--- config.mk ---
export PLATFORM = sky130hd
export DESIGN_NAME = ddram_arbiter
export DESIGN_NICKNAME = d
export VERILOG_FILES = /design/src/rtl/ddram_arb_pkg.sv /design/src/rtl/ddram_arb_tagfifo.sv /design/src/rtl/ddram_arbiter.sv
export SDC_FILE = /design/constraint.sdc
export NUM_CORES = 1
export LEC_CHECK = 0
export CAP_MARGIN = 20
export CELL_PAD_IN_SITES_DETAIL_PLACEMENT = 1
export CELL_PAD_IN_SITES_GLOBAL_PLACEMENT = 2
export CORE_AREA = 2 2 207 209
export DETAILED_ROUTE_END_ITERATION = 8
export DIE_AREA = 0 0 209 211
export DONT_BUFFER_PORTS = 1
export PLACE_DENSITY = 0.48
export SYNTH_ARGS = -nofsm -noshare
export SYNTH_HDL_FRONTEND = slang
export SYNTH_SLANG_ARGS = --single-unit
--- constraint.sdc ---
create_clock -name clk_sys -period 3 [get_ports clk_sys]
set_clock_uncertainty 0.05 [all_clocks]
set_input_delay 0.15 -clock clk_sys [delete_from_list [all_inputs] [get_ports clk_sys]]
set_output_delay 0.15 -clock clk_sys [all_outputs]
set_load 0.01 [all_outputs]
--- src/rtl/ddram_arb_pkg.sv ---
// ----------------------------------------------------------------------------
// ddram_arb_pkg
//   Shared types and constants for the two-port DDRAM arbiter.
//   - arb_state_t : command-path FSM states (IDLE / write-burst lock)
//   - arb_tag_t   : read tag {owner, len} queued per accepted read command
//   - PORT_CPU / PORT_VID : port identifiers used as owner / grant values
//   The tag length field is TAG_LEN_W bits wide; the arbiter's BCW parameter
//   must not exceed it.
// ----------------------------------------------------------------------------
package ddram_arb_pkg;

    localparam int TAG_LEN_W = 8;

    localparam logic PORT_CPU = 1'b0;
    localparam logic PORT_VID = 1'b1;

    typedef enum logic {
        ST_IDLE,
        ST_WRBURST
    } arb_state_t;

    typedef struct packed {
        logic                 owner;
        logic [TAG_LEN_W-1:0] len;
    } arb_tag_t;

endpackage

--- src/rtl/ddram_arb_tagfifo.sv ---
// ----------------------------------------------------------------------------
// ddram_arb_tagfifo
//   Synchronous FIFO of read tags, DEPTH entries (power of two, >= 2).
//   Ports:
//     clk_sys, reset   clock, asynchronous active-high reset (empties FIFO)
//     push, din        write a tag (ignored while full)
//     pop              drop the head tag (ignored while empty)
//     head             current head tag (valid when !empty)
//     full, empty      status flags, derived from registered pointers only
// ----------------------------------------------------------------------------
module ddram_arb_tagfifo
    import ddram_arb_pkg::*;
#(
    parameter int DEPTH = 4
) (
    input  logic     clk_sys,
    input  logic     reset,
    input  logic     push,
    input  arb_tag_t din,
    input  logic     pop,
    output arb_tag_t head,
    output logic     full,
    output logic     empty
);

    localparam int PW = $clog2(DEPTH);

    arb_tag_t        mem [DEPTH];
    logic [PW:0]     wr_ptr;
    logic [PW:0]     rd_ptr;

    // NOTE: storage is deliberately not reset; the pointers alone define
    // which entries are valid, so clearing the array would only cost logic.
    always_ff @(posedge clk_sys) begin
        if (push && !full) begin
            mem[wr_ptr[PW-1:0]] <= din;
        end
    end

    // NOTE: sequential state uses non-blocking assignments so every register
    // samples pre-edge values regardless of statement order.
    always_ff @(posedge clk_sys or posedge reset) begin
        if (reset) begin
            wr_ptr <= '0;
            rd_ptr <= '0;
        end else begin
            if (push && !full) begin
                wr_ptr <= wr_ptr + 1'b1;
            end
            if (pop && !empty) begin
                rd_ptr <= rd_ptr + 1'b1;
            end
        end
    end

    // Extra pointer MSB distinguishes full from empty when indices match.
    assign empty = (wr_ptr == rd_ptr);
    assign full  = (wr_ptr[PW] != rd_ptr[PW]) && (wr_ptr[PW-1:0] == rd_ptr[PW-1:0]);
    assign head  = mem[rd_ptr[PW-1:0]];

endmodule

--- src/rtl/ddram_arbiter.sv ---
// ----------------------------------------------------------------------------
// ddram_arbiter
//   Shares one 64-bit Avalon-MM burst master toward DDRAM between port 0
//   (CPU/cache path) and port 1 (video/HPS fill path). Commands are forwarded
//   combinationally; write bursts lock the owner until the last beat; read
//   data is steered back through an in-order tag FIFO.
//
//   Build option: define DDRAM_ARB_RR_EN for round-robin arbitration; when
//   undefined, port 0 always wins contention and no pointer register exists.
//
//   Ports:
//     clk_sys, reset            clock, asynchronous active-high reset
//     mN_address/read/write/    Avalon slave side for requester N (0/1)
//     writedata/byteenable/
//     burstcount
//     mN_waitrequest            stall toward requester N
//     mN_readdata/readdatavalid read return toward requester N
//     ddram_*                   Avalon master side toward the DDRAM bridge
// ----------------------------------------------------------------------------
module ddram_arbiter
    import ddram_arb_pkg::*;
#(
    parameter int AW      = 29,
    parameter int BCW     = 8,
    parameter int MAXPEND = 4
) (
    input  logic           clk_sys,
    input  logic           reset,

    input  logic [AW-1:0]  m0_address,
    input  logic           m0_read,
    input  logic           m0_write,
    input  logic [63:0]    m0_writedata,
    input  logic [7:0]     m0_byteenable,
    input  logic [BCW-1:0] m0_burstcount,
    output logic           m0_waitrequest,
    output logic [63:0]    m0_readdata,
    output logic           m0_readdatavalid,

    input  logic [AW-1:0]  m1_address,
    input  logic           m1_read,
    input  logic           m1_write,
    input  logic [63:0]    m1_writedata,
    input  logic [7:0]     m1_byteenable,
    input  logic [BCW-1:0] m1_burstcount,
    output logic           m1_waitrequest,
    output logic [63:0]    m1_readdata,
    output logic           m1_readdatavalid,

    output logic [AW-1:0]  ddram_address,
    output logic           ddram_read,
    output logic           ddram_write,
    output logic [63:0]    ddram_writedata,
    output logic [7:0]     ddram_byteenable,
    output logic [BCW-1:0] ddram_burstcount,
    input  logic           ddram_waitrequest,
    input  logic [63:0]    ddram_readdata,
    input  logic           ddram_readdatavalid
);

    // ------------------------------------------------------------------
    // State
    // ------------------------------------------------------------------
    arb_state_t     state_q, state_d;
    logic           owner_q, owner_d;
    logic [BCW-1:0] beats_left_q, beats_left_d;
    logic [BCW-1:0] head_cnt_q;

    logic           req0, req1;
    logic           prio_port;
    logic           grant;
    logic           sel_read, sel_write;
    logic [BCW-1:0] sel_bc, sel_len;
    logic           rd_fwd, wr_fwd;
    logic           rd_acc, wr_acc;
    logic           sel_wait;

    arb_tag_t       push_tag, head_tag;
    logic           fifo_full, fifo_empty;
    logic           ret_valid, head_last, tag_pop;
    logic [BCW-1:0] head_len;

    assign req0 = m0_read | m0_write;
    assign req1 = m1_read | m1_write;

`ifdef DDRAM_ARB_RR_EN
    logic rr_ptr_q;

    // The loser of the last accepted IDLE command gets priority next time.
    always_ff @(posedge clk_sys or posedge reset) begin
        if (reset) begin
            rr_ptr_q <= PORT_CPU;
        end else if (state_q == ST_IDLE && (rd_acc || wr_acc)) begin
            rr_ptr_q <= ~grant;
        end
    end

    assign prio_port = rr_ptr_q;
`else
    assign prio_port = PORT_CPU;
`endif

    // ------------------------------------------------------------------
    // Grant selection: locked owner during a write burst, otherwise the
    // single requester or the priority port under contention.
    // ------------------------------------------------------------------
    // NOTE: every always_comb output gets a default first so no path can
    // leave it unassigned and infer a latch.
    always_comb begin
        grant = PORT_CPU;
        if (state_q == ST_WRBURST) begin
            grant = owner_q;
        end else if (req0 && req1) begin
            grant = prio_port;
        end else if (req1) begin
            grant = PORT_VID;
        end
    end

    assign sel_read  = (grant == PORT_VID) ? m1_read       : m0_read;
    assign sel_write = (grant == PORT_VID) ? m1_write      : m0_write;
    assign sel_bc    = (grant == PORT_VID) ? m1_burstcount : m0_burstcount;
    assign sel_len   = (sel_bc == '0) ? BCW'(1) : sel_bc;

    // Reads are only launched from IDLE and only while a tag slot is free;
    // the full flag is registered, so a same-cycle pop cannot free a slot.
    assign rd_fwd = !reset && (state_q == ST_IDLE) && sel_read && !fifo_full;
    assign wr_fwd = !reset && sel_write;
    assign rd_acc = rd_fwd && !ddram_waitrequest;
    assign wr_acc = wr_fwd && !ddram_waitrequest;

    // A granted port whose command is not forwarded is stalled.
    assign sel_wait = !(rd_fwd || wr_fwd) || ddram_waitrequest;

    assign m0_waitrequest = (grant == PORT_CPU) ? sel_wait : 1'b1;
    assign m1_waitrequest = (grant == PORT_VID) ? sel_wait : 1'b1;

    assign ddram_read       = rd_fwd;
    assign ddram_write      = wr_fwd;
    assign ddram_address    = (grant == PORT_VID) ? m1_address    : m0_address;
    assign ddram_writedata  = (grant == PORT_VID) ? m1_writedata  : m0_writedata;
    assign ddram_byteenable = (grant == PORT_VID) ? m1_byteenable : m0_byteenable;
    assign ddram_burstcount = sel_bc;

    // ------------------------------------------------------------------
    // Write-burst FSM
    // ------------------------------------------------------------------
    always_comb begin
        state_d      = state_q;
        owner_d      = owner_q;
        beats_left_d = beats_left_q;
        case (state_q)
            ST_IDLE: begin
                if (wr_acc && sel_len != BCW'(1)) begin
                    state_d      = ST_WRBURST;
                    owner_d      = grant;
                    beats_left_d = sel_len - BCW'(1);
                end
            end
            ST_WRBURST: begin
                if (wr_acc) begin
                    beats_left_d = beats_left_q - BCW'(1);
                    if (beats_left_q == BCW'(1)) begin
                        state_d = ST_IDLE;
                    end
                end
            end
            default: state_d = ST_IDLE;
        endcase
    end

    always_ff @(posedge clk_sys or posedge reset) begin
        if (reset) begin
            state_q      <= ST_IDLE;
            owner_q      <= PORT_CPU;
            beats_left_q <= '0;
        end else begin
            state_q      <= state_d;
            owner_q      <= owner_d;
            beats_left_q <= beats_left_d;
        end
    end

    // ------------------------------------------------------------------
    // Read tags and return routing
    // ------------------------------------------------------------------
    assign push_tag.owner = grant;
    assign push_tag.len   = TAG_LEN_W'(sel_len);

    ddram_arb_tagfifo #(
        .DEPTH (MAXPEND)
    ) u_tagfifo (
        .clk_sys (clk_sys),
        .reset   (reset),
        .push    (rd_acc),
        .din     (push_tag),
        .pop     (tag_pop),
        .head    (head_tag),
        .full    (fifo_full),
        .empty   (fifo_empty)
    );

    // Beats arriving with no tag outstanding are dropped.
    assign ret_valid = !reset && ddram_readdatavalid && !fifo_empty;
    assign head_len  = BCW'(head_tag.len);
    assign head_last = (head_cnt_q == head_len - BCW'(1));
    assign tag_pop   = ret_valid && head_last;

    always_ff @(posedge clk_sys or posedge reset) begin
        if (reset) begin
            head_cnt_q <= '0;
        end else if (ret_valid) begin
            head_cnt_q <= head_last ? '0 : head_cnt_q + BCW'(1);
        end
    end

    assign m0_readdata      = ddram_readdata;
    assign m1_readdata      = ddram_readdata;
    assign m0_readdatavalid = ret_valid && (head_tag.owner == PORT_CPU);
    assign m1_readdatavalid = ret_valid && (head_tag.owner == PORT_VID);

endmodule

==> results.json, run 1 <==
{
  "synth.net_count": 838,
  "finalCriticalPeriod_ns": 2.878,
  "setup.worst_path.start": "u_tagfifo.rd_ptr[0]",
  "cts-buffers-inserted": 9,
  "power.total_mw": 3.854,
  "end_kind": "flip-flop",
  "route.antenna.remaining_nets": 0,
  "synth-warning-count": 0,
  "worst_setup_path_start_kind": "flip-flop",
  "overflow": 0,
  "hold_path.startpoint": "m0_burstcount[3]",
  "tritoncts_clock_tree": "done",
  "timing.rr.end": "u_tagfifo.rd_ptr[1]",
  "drc": 0,
  "min-delay-path-class": "in2reg",
  "cts.root.buffer_cell": "sky130_fd_sc_hd__clkbuf_16",
  "postSynth.topFlopCell": "sky130_fd_sc_hd__edfxtp_1",
  "clock_path_buffers": 2,
  "timing.critical_path.arrival_ns": 3.04,
  "r2r_cells": 10,
  "mean_instance_size_in_the_synthesized_netlist_um2": 10.44,
  "post-place-ws_ns": 0.008450,
  "grt_pass1_wl_mm": 34.33,
  "synthToLayoutAreaGrowth_pct": 3.459,
  "ir_drop_worst_vdd_mv": 0.2905,
  "dpl.hpwl_mm": 24.32,
  "power_density_nw_per_um2": 664.5,
  "max-slew-margin-rel": 0.5194,
  "avgRoutedWirePerCell_um": 27.52,
  "die_area_um2": 44100,
  "io-pin-count": 533,
  "count_of_mapped_cells_out_of_synthesis": 537,
  "worst_setup_hold_path_clk_slew_ns": 0.05,
  "setup-violations-final": 0,
  "final_cell_area_um2": 5801,
  "maxSlewViolCount": 0,
  "power.share.clock": 0.314,
  "worst_ep_required_time_ns": 3.16,
  "combPwrFrac": 0.385,
  "worst_r2r_startpoint": "u_tagfifo.rd_ptr[0]",
  "antenna_found_initial": 40,
  "cellInternalPower_mw": 2.510,
  "postSynthRegisterBits": 60,
  "rows": 75,
  "initial_utilization": 0.1343,
  "floorplan.core_area_um2": 41760,
  "clock-sinks": 60,
  "route.final.wire_length_mm": 26.97,
  "fill_cells": 4780,
  "cap_violations": 0,
  "cell_taking_the_most_area_after_synthesis": "sky130_fd_sc_hd__mux2_2",
  "vias_after_detailed_routing": 3739,
  "layout.nets": 724,
  "rsz_0062_raised_after_global_routing": "yes",
  "vias_per_cell": 3.815,
  "final.setup.tns_ns": 0,
  "first_global_vias": 3764,
  "track_usage": 0.1186,
  "number_of_i_o_port_buffers": 0,
  "netlist-cell-type-count": 53,
  "drt_first_pass_iters": 4,
  "final-hold-violation-count": 0,
  "setup_slack_ns": 0.1217,
  "criticalPathCategory": "reg2reg",
  "worstSkewPairLatency_ns": 0.33,
  "setup.worst_path.end": "u_tagfifo.rd_ptr[1]",
  "power_switching_mw": 1.345,
  "timing_worst_slew_pin_value_ns": 0.7209,
  "sw_frac_of_total": 0.3489,
  "synth_area_um2": 5607,
  "p_leak_nw": 1.945,
  "detail_route.iter0.violations": 126,
  "synth_edf_count": 36,
  "die_h_um": 211,
  "placement.cell_area_um2": 5391,
  "fin_crit_sh": 0.9594,
  "h_tree_level_count": 3,
  "yosysSeqAreaShare": 0.2999,
  "crit_path_max_fanout": 6,
  "asyncSetResetFlopFracSynth": 0.4000,
  "final_layout_size_suffix_gt1_frac": 0.4042,
  "share_of_total_power_in_sequential_cells": 0.302,
  "worst-r2r-setup-slack_ns": 0.12,
  "dominant_cells_by_area_after_synthesis": "sky130_fd_sc_hd__mux2_2, sky130_fd_sc_hd__edfxtp_1, sky130_fd_sc_hd__buf_4",
  "die_w_um": 209,
  "ys_top_cells_by_count": "sky130_fd_sc_hd__buf_4, sky130_fd_sc_hd__mux2_2, sky130_fd_sc_hd__edfxtp_1",
  "timing.fmax_ghz": 0.3474,
  "status": "complete, no violations",
  "post-synth-top-count-cell": "sky130_fd_sc_hd__buf_4",
  "maximum_number_of_pins_on_one_net_before_global_route_repair": 81,
  "global_placement_routability_congestion": 0.8413,
  "synth_top_cell_area_share": 0.2310
}
[power by group through the flow]
stage | clock [mW] | sequential, mW | combinational [mW]
final | 1.21 | 1.16 | 1.48
after global routing | 1.28 | 1.19 | 1.63
after CTS | 1.25 | 1.17 | 1.50
after detailed placement | 0 | 1.18 | 1.49
after global placement | 0 | 1.18 | 1.50
after floorplan | 0 | 1.12 | 1.39
[sequential cells by signal, summed over array words and instances (netlist names)]
| name | count |
|---|---|
| owner_q | 1 |
| state_q | 1 |
| u_tagfifo.mem | 36 |
| head_cnt_q | 8 |
| beats_left_q | 8 |
| u_tagfifo.rd_ptr | 3 |
| u_tagfifo.wr_ptr | 3 |
[placed cells by master, fill, tap and decap left out, types with 6 or more instances in the layout]
cell	netlist	layout
sky130_fd_sc_hd__mux2_2	115	115
sky130_fd_sc_hd__edfxtp_1	36	36
sky130_fd_sc_hd__nand2_1	24	24
sky130_fd_sc_hd__buf_4	129	24
sky130_fd_sc_hd__dfrtp_1	24	23
sky130_fd_sc_hd__nor2_1	17	17
sky130_fd_sc_hd__inv_1	15	15
sky130_fd_sc_hd__diode_2	0	13
sky130_fd_sc_hd__o21ai_0	12	12
sky130_fd_sc_hd__xnor2_1	12	12
sky130_fd_sc_hd__ha_1	11	11
sky130_fd_sc_hd__nor3_1	9	9
sky130_fd_sc_hd__xor2_1	9	9
sky130_fd_sc_hd__nand3_1	9	9
sky130_fd_sc_hd__clkbuf_16	0	9
sky130_fd_sc_hd__mux4_2	8	8
sky130_fd_sc_hd__a22o_1	8	8
sky130_fd_sc_hd__and2_1	6	6
sky130_fd_sc_hd__o21ai_1	6	6
[per-stage QoR]
step / utilization / cells / hold slack, ns
CTS: 0.1377 / 966 / 0.03309
global placement: 0.1291 / 949 / 0.09765
finish: 0.1389 / 980 / 0.04697
detailed placement: 0.1291 / 949 / 0.09232
global route: 0.1385 / 973 / 0.03857
floorplan: - / 537 / 0.1146
[critical path, stage by stage, from the launching register on]
cell and delay, ns:
sky130_fd_sc_hd__dfrtp_2 0.43, sky130_fd_sc_hd__mux4_1 0.61, sky130_fd_sc_hd__buf_4 0.16, sky130_fd_sc_hd__inv_1 0.05
sky130_fd_sc_hd__ha_1 0.20, sky130_fd_sc_hd__xor2_1 0.20, sky130_fd_sc_hd__xnor2_1 0.14, sky130_fd_sc_hd__nand4_1 0.13
sky130_fd_sc_hd__a211oi_2 0.27, sky130_fd_sc_hd__and2_1 0.22, sky130_fd_sc_hd__mux2_4 0.31
[cell families after synthesis]
kind of cell             share of synthesized area
AO/OA/AOI/OAI                              0.07409
AND/OR/NAND/NOR                            0.08369
buffers and inverters                       0.2008
multiplexers                                0.2841
flip-flops                                  0.2999
adder cells (fa/ha/maj)                    0.02455
XOR/XNOR                                   0.03281
[timing repair]
item                       4_1_cts  5_1_grt
setup endpoints to repair        0       15
hold endpoints to repair        24        0
resized for setup                0        3
buffers inserted                 0        1
hold buffers                     1        0
[metal layers]
| metal | share of wire | vias up | GRT usage | routed length, µm |
|---|---|---|---|---|
| li1 | - | 1584 | - | - |
| met1 | 0.37 | 1735 | 0.1257 | 10100 |
| met2 | 0.40 | 355 | 0.1615 | 10840 |
| met3 | 0.20 | 47 | 0.1179 | 5350 |
| met4 | 0.021 | 18 | 0.03547 | 570 |
| met5 | 0.0042 | - | 0 | 114 |
[worst min-delay path by stage]
stage                     depth (start not counted)  slack [ns]             endpoint
after floorplan                                   1        0.11      beats_left_q[0]
after global placement                            2         0.1  u_tagfifo.wr_ptr[1]
after detailed placement                          2        0.09  u_tagfifo.wr_ptr[1]
after CTS                                         1        0.03  u_tagfifo.mem[3][2]
after global routing                              1        0.04  u_tagfifo.mem[2][3]
final                                             1        0.05  u_tagfifo.mem[2][3]
[cell type report]
type,count,area (µm²),share of cell area
clock inverter,7,123.9,0.02135
clock buffer,9,225.2,0.03883
multi-input combinational,311,2804,0.4834
tap,539,674.4,0.1163
sequential,60,1683,0.2901
timing repair buffer,26,201.4,0.03473
inverter,15,56.30,0.009707
antenna,13,32.53,0.005608
Power figures use the tool's default switching activity.
==> inputs of run 2 (changes only) <==
Settings changed: PLACE_DENSITY 0.48 to 0.41.
==> results.json, run 2 (synthesis gave the netlist of run 1 again) <==
{
  "synthToLayoutAreaGrowth_pct": 3.325,
  "r2r_cells": 8,
  "final-seq-area_um2": 1683,
  "sw_frac_of_total": 0.3647,
  "overflow": 0,
  "worst-r2r-setup-slack_ns": 0.17,
  "worst_hold_path.endpoint": "u_tagfifo.mem[0][1]",
  "first_global_vias": 3910,
  "drt_first_pass_iters": 4,
  "cellInternalPower_mw": 2.356,
  "setup-violations-final": 0,
  "finalCriticalPeriod_ns": 2.840,
  "post_cts_buffers": 0,
  "layout_commonest_cell": "sky130_fd_sc_hd__mux2_2",
  "maxSlewViolCount": 0,
  "rsz_0062_raised_after_global_routing": "no",
  "fill_cells": 4746,
  "final_layout_size_suffix_gt1_frac": 0.3929,
  "worst_r2r_startpoint": "state_q",
  "cts.root.buffer_cell": "sky130_fd_sc_hd__clkbuf_16",
  "share_of_total_power_in_sequential_cells": 0.314,
  "antenna_found_initial": 57,
  "clock-sinks": 60,
  "finalCoreUtilization": 0.1387,
  "rows": 75,
  "tritoncts_clock_tree": "done",
  "combPwrFrac": 0.405,
  "h_tree_level_count": 3,
  "final-hold-violation-count": 0,
  "cts-buffers-inserted": 9,
  "hold_path.startpoint": "m1_burstcount[1]",
  "avgRoutedWirePerCell_um": 33.23,
  "fin_crit_sh": 0.9465,
  "layout.nets": 721,
  "combined_area_of_the_multi_input_logic_cells_um2": 2804,
  "initial_utilization": 0.1343,
  "timing.fmax_ghz": 0.3522,
  "final_cell_area_um2": 5793,
  "max_reg_flops": 36,
  "grt_pass1_wl_mm": 41.03,
  "drc": 0,
  "global_placement_routability_congestion": 0.9017,
  "worst_ep_required_time_ns": 2.80,
  "worst_setup_hold_path_clk_slew_ns": 0.06,
  "status": "complete, no violations",
  "final.setup.tns_ns": 0,
  "floorplan.core_area_um2": 41760,
  "criticalPathCategory": "reg2out",
  "die_area_um2": 44100,
  "power_switching_mw": 1.352,
  "worst_hold_path.num_cells": 1,
  "end_kind": "output port",
  "timing.rr.end": "beats_left_q[3]",
  "min-delay-path-class": "in2reg",
  "worstSkewPairLatency_ns": 0.34,
  "cap_violations": 0,
  "power.share.clock": 0.281,
  "die_h_um": 211,
  "placement.cell_area_um2": 5409,
  "timing_worst_slew_pin_value_ns": 0.6484,
  "vias_per_cell": 3.878,
  "power_density_nw_per_um2": 640.1,
  "setup_slack_ns": 0.1604,
  "maximum_number_of_pins_on_one_net_before_global_route_repair": 77,
  "p_leak_nw": 1.913,
  "die_w_um": 209,
  "track_usage": 0.1452,
  "io-pin-count": 533,
  "hold_slack_final_ns": 0.04824,
  "route.final.wire_length_mm": 32.90,
  "number_of_i_o_port_buffers": 0,
  "post-place-ws_ns": 0.04389,
  "mostFrequentLayoutCells": "sky130_fd_sc_hd__mux2_2, sky130_fd_sc_hd__edfxtp_1, sky130_fd_sc_hd__nand2_1, sky130_fd_sc_hd__dfrtp_1, sky130_fd_sc_hd__buf_4",
  "crit_path_max_fanout": 76,
  "ir_drop_worst_vdd_mv": 0.2060,
  "worst_setup_path_start_kind": "flip-flop",
  "dpl.hpwl_mm": 30.07,
  "detail_route.iter0.violations": 249,
  "route.antenna.remaining_nets": 0,
  "clock_path_buffers": 2,
  "max-slew-margin-rel": 0.5637,
  "timing.critical_path.arrival_ns": 2.64,
  "vias_after_detailed_routing": 3839
}
[run 2: cell type report]
class	count	area share
antenna	26	0.01123
clock buffer	11	0.04190
clock inverter	5	0.009071
inverter	15	0.009719
multi-input combinational	311	0.4840
sequential	60	0.2905
tap	539	0.1164
timing repair buffer	23	0.03715
[run 2: worst max-delay path by stage]
stage,end,cells past startpoint,startpoint,slack [ns]
global route,beats_left_q[3],8,state_q,0.01
finish,ddram_address[2],4,state_q,0.16
global placement,u_tagfifo.rd_ptr[1],8,u_tagfifo.rd_ptr[0],0.09
detailed placement,u_tagfifo.rd_ptr[1],8,u_tagfifo.rd_ptr[0],0.04
CTS,u_tagfifo.rd_ptr[1],8,u_tagfifo.rd_ptr[0],0.04
floorplan,beats_left_q[3],10,state_q,0.14
[run 2: critical path, cell delays in order, from the launching register on]
cell,delay [ns]
sky130_fd_sc_hd__dfrtp_1,0.42
sky130_fd_sc_hd__o41ai_4,0.40
sky130_fd_sc_hd__buf_4,0.45
sky130_fd_sc_hd__buf_8,0.46
sky130_fd_sc_hd__mux2_2,0.48
[run 2: power by group through the flow]
stage / Sequential [mW] / Combinational (mW) / Clock, mW
final: 1.17 / 1.50 / 1.04
after global placement: 1.18 / 1.49 / 0
after CTS: 1.17 / 1.52 / 1.09
after global routing: 1.19 / 1.64 / 1.12
after floorplan: 1.12 / 1.39 / 0
after detailed placement: 1.18 / 1.52 / 0
[run 2: per-stage QoR]
stage	std cells	total power, mW
2_1_floorplan	537	2.512
3_3_place_gp	946	2.666
3_5_place_dp	947	2.695
4_1_cts	964	3.774
5_1_grt	969	3.942
6_report	990	3.708
[run 2: layer usage]
layer | share of wire | GRT usage | vias up
met1 | 0.45 | 0.1859 | 1780
met2 | 0.33 | 0.1624 | 404
met4 | 0.010 | 0.02291 | 22
met5 | 0.0090 | 0.02781 | -
li1 | - | - | 1592
met3 | 0.20 | 0.1461 | 41
[run 2: timing repair]
| item | 4_1_cts | 5_1_grt |
|---|---|---|
| setup endpoints to repair | 76 | 85 |
| gates resized for setup | 1 | 4 |
| endpoints found under the hold margin | 10 | 0 |
| cloned | 0 | 0 |
| hold buffers | 1 | 0 |
==> inputs of run 3 (changes only) <==
Settings changed: CELL_PAD_IN_SITES_DETAIL_PLACEMENT 1 to not set, CELL_PAD_IN_SITES_GLOBAL_PLACEMENT 2 to not set, CORE_AREA 2 2 207 209 to 2 2 208 210, DIE_AREA 0 0 209 211 to 0 0 210 212, PLACE_DENSITY 0.41 to 0.3.
==> results.json, run 3 (synthesis gave the netlist of run 1 again) <==
{
  "status": "complete, no violations",
  "layout.nets": 727,
  "final_cell_area_um2": 5788,
  "fin_crit_sh": 0.9373,
  "final_layout_size_suffix_gt1_frac": 0.4084,
  "list_of_cells_traversed_by_the_critical_path": "o41ai_4 -> buf_6 -> and3_1 -> nor2_1 -> o21bai_1 -> buf_4 -> inv_1 -> ha_1 -> nand4_1 -> xor2_1 -> o22ai_1 -> a22o_1",
  "fill_cells": 4733,
  "worst_setup_path_start_kind": "flip-flop",
  "min-delay-path-class": "in2reg",
  "final-hold-violation-count": 0,
  "io-pin-count": 533,
  "cap_violations": 0,
  "ir_drop_worst_vdd_mv": 0.2021,
  "global_placement_routability_congestion": 1.124,
  "r2r_cells": 12,
  "finalCriticalPeriod_ns": 2.812,
  "avgRoutedWirePerCell_um": 28.78,
  "cts-buffers-inserted": 9,
  "timing.rr.end": "beats_left_q[6]",
  "setup-violations-final": 0,
  "timing.critical_path.arrival_ns": 2.98,
  "cts.root.buffer_cell": "sky130_fd_sc_hd__clkbuf_16",
  "power_density_nw_per_um2": 638.6,
  "post_cts_buffers": 0,
  "layout_commonest_cell": "sky130_fd_sc_hd__mux2_2",
  "combined_area_of_the_multi_input_logic_cells_um2": 2805,
  "rsz_0062_raised_after_global_routing": "yes",
  "end_kind": "flip-flop",
  "max_reg_flops": 36,
  "number_of_i_o_port_buffers": 0,
  "first_global_vias": 3758,
  "cpMaxStageDelayCell": "sky130_fd_sc_hd__o41ai_4",
  "dpl.hpwl_mm": 25.09,
  "setup.worst_path.start": "state_q",
  "rows": 76,
  "clock-sinks": 60,
  "maxSlewViolCount": 0,
  "mostFrequentLayoutCells": "sky130_fd_sc_hd__mux2_2, sky130_fd_sc_hd__edfxtp_1, sky130_fd_sc_hd__buf_4, sky130_fd_sc_hd__nand2_1, sky130_fd_sc_hd__dfrtp_1",
  "finalCoreUtilization": 0.1362,
  "die_w_um": 210,
  "overflow": 0,
  "clock_path_buffers": 2,
  "initial_utilization": 0.1319,
  "critical_path_buf_inv_count": 3,
  "max-slew-margin-rel": 0.5951,
  "vias_after_detailed_routing": 3705,
  "synthToLayoutAreaGrowth_pct": 3.236,
  "floorplan.core_area_um2": 42510,
  "timing.fmax_ghz": 0.3556,
  "crit_family": "compound AO/OA/AOI/OAI gates",
  "h_tree_level_count": 3,
  "worst-r2r-setup-slack_ns": 0.19,
  "criticalPathCategory": "reg2reg",
  "drt_first_pass_iters": 4,
  "detail_route.iter0.violations": 177,
  "worst_r2r_startpoint": "state_q",
  "track_usage": 0.1239,
  "timing_worst_slew_pin_value_ns": 0.6073,
  "worstSkewPairLatency_ns": 0.34,
  "final.setup.tns_ns": 0,
  "route.final.wire_length_mm": 28.32,
  "final-seq-area_um2": 1683,
  "setup_slack_ns": 0.1881,
  "setup.worst_path.end": "beats_left_q[6]",
  "route.antenna.remaining_nets": 0,
  "vias_per_cell": 3.765,
  "p_leak_nw": 1.944,
  "drc": 0,
  "tritoncts_clock_tree": "done",
  "critical_path.max_stage_delay_ns": 0.43,
  "crit_cells": 12,
  "die_area_um2": 44520,
  "die_h_um": 212,
  "maximum_number_of_pins_on_one_net_before_global_route_repair": 103,
  "worst_ep_required_time_ns": 3.17,
  "placement.cell_area_um2": 5455,
  "antenna_found_initial": 28,
  "worst_setup_hold_path_clk_slew_ns": 0.06,
  "post-place-ws_ns": 0.07060,
  "crit_path_max_fanout": 22,
  "grt_pass1_wl_mm": 35.90
}
==> run 3: cell types whose count changed in the layout (fill, tap and decap cells not counted), moves of 2 or more <==
cell / previous run / this run
sky130_fd_sc_hd__clkinv_1: 2 / 0
sky130_fd_sc_hd__buf_4: 19 / 25
sky130_fd_sc_hd__diode_2: 26 / 7
sky130_fd_sc_hd__clkinv_4: 0 / 2
sky130_fd_sc_hd__clkinv_2: 0 / 2
==> run 3: worst min-delay path by stage <==
stage,from,slack (ns),cells after the start,endpoint
3_5_place_dp,reset,0.1,2,u_tagfifo.wr_ptr[1]
3_3_place_gp,reset,0.1,2,u_tagfifo.wr_ptr[1]
2_1_floorplan,reset,0.11,1,beats_left_q[0]
6_report,m1_burstcount[3],0.04,1,u_tagfifo.mem[3][3]
5_1_grt,m1_burstcount[3],0.04,1,u_tagfifo.mem[3][3]
4_1_cts,m0_burstcount[3],0.03,1,u_tagfifo.mem[3][3]
==> run 3: final cells by class <==
cell class / instances / area share
timing repair buffer: 29 / 0.04302
clock buffer: 10 / 0.03956
sequential: 60 / 0.2907
multi-input combinational: 311 / 0.4847
inverter: 15 / 0.009728
antenna: 7 / 0.003026
tap: 546 / 0.1180
clock inverter: 6 / 0.01124
==> run 3: power breakdown <==
group	total [mW]	switching, mW	internal (mW)
Clock	1.04	0.395	0.642
Combinational	1.49	0.814	0.678
Sequential	1.17	0.146	1.02
Total	3.70	1.35	2.34
==> run 3: timing repair <==
action,in CTS,in global routing
setup endpoints to repair,0,16
endpoints found under the hold margin,24,0
gates resized for setup,0,4
hold buffers,1,0
==> run 3: worst register-to-register path: stages (launching register included) <==
cell and delay [ns]:
sky130_fd_sc_hd__dfrtp_1 0.41, sky130_fd_sc_hd__o41ai_4 0.43, sky130_fd_sc_hd__buf_6 0.28, sky130_fd_sc_hd__and3_1 0.23, sky130_fd_sc_hd__nor2_1 0.05, sky130_fd_sc_hd__o21bai_1 0.19
sky130_fd_sc_hd__buf_4 0.18, sky130_fd_sc_hd__inv_1 0.05, sky130_fd_sc_hd__ha_1 0.25, sky130_fd_sc_hd__nand4_1 0.11, sky130_fd_sc_hd__xor2_1 0.19, sky130_fd_sc_hd__o22ai_1 0.10
sky130_fd_sc_hd__a22o_1 0.18
==> run 3: metrics by stage <==
step / std cells / hold slack (ns) / total power, mW
2_1_floorplan: 537 / 0.1146 / 2.512
3_3_place_gp: 960 / 0.09665 / 2.703
3_5_place_dp: 960 / 0.09529 / 2.684
4_1_cts: 977 / 0.03335 / 3.755
5_1_grt: 978 / 0.04424 / 3.932
6_report: 984 / 0.04301 / 3.696
==> run 3: per-layer routing <==
metal / up-vias / wire [µm] / track usage
met3: 36 / 4349 / 0.08833
li1: 1582 / - / -
met1: 1724 / 11860 / 0.1522
met4: 8 / 376 / 0.01932
met2: 355 / 11680 / 0.1776
met5: - / 55 / 0
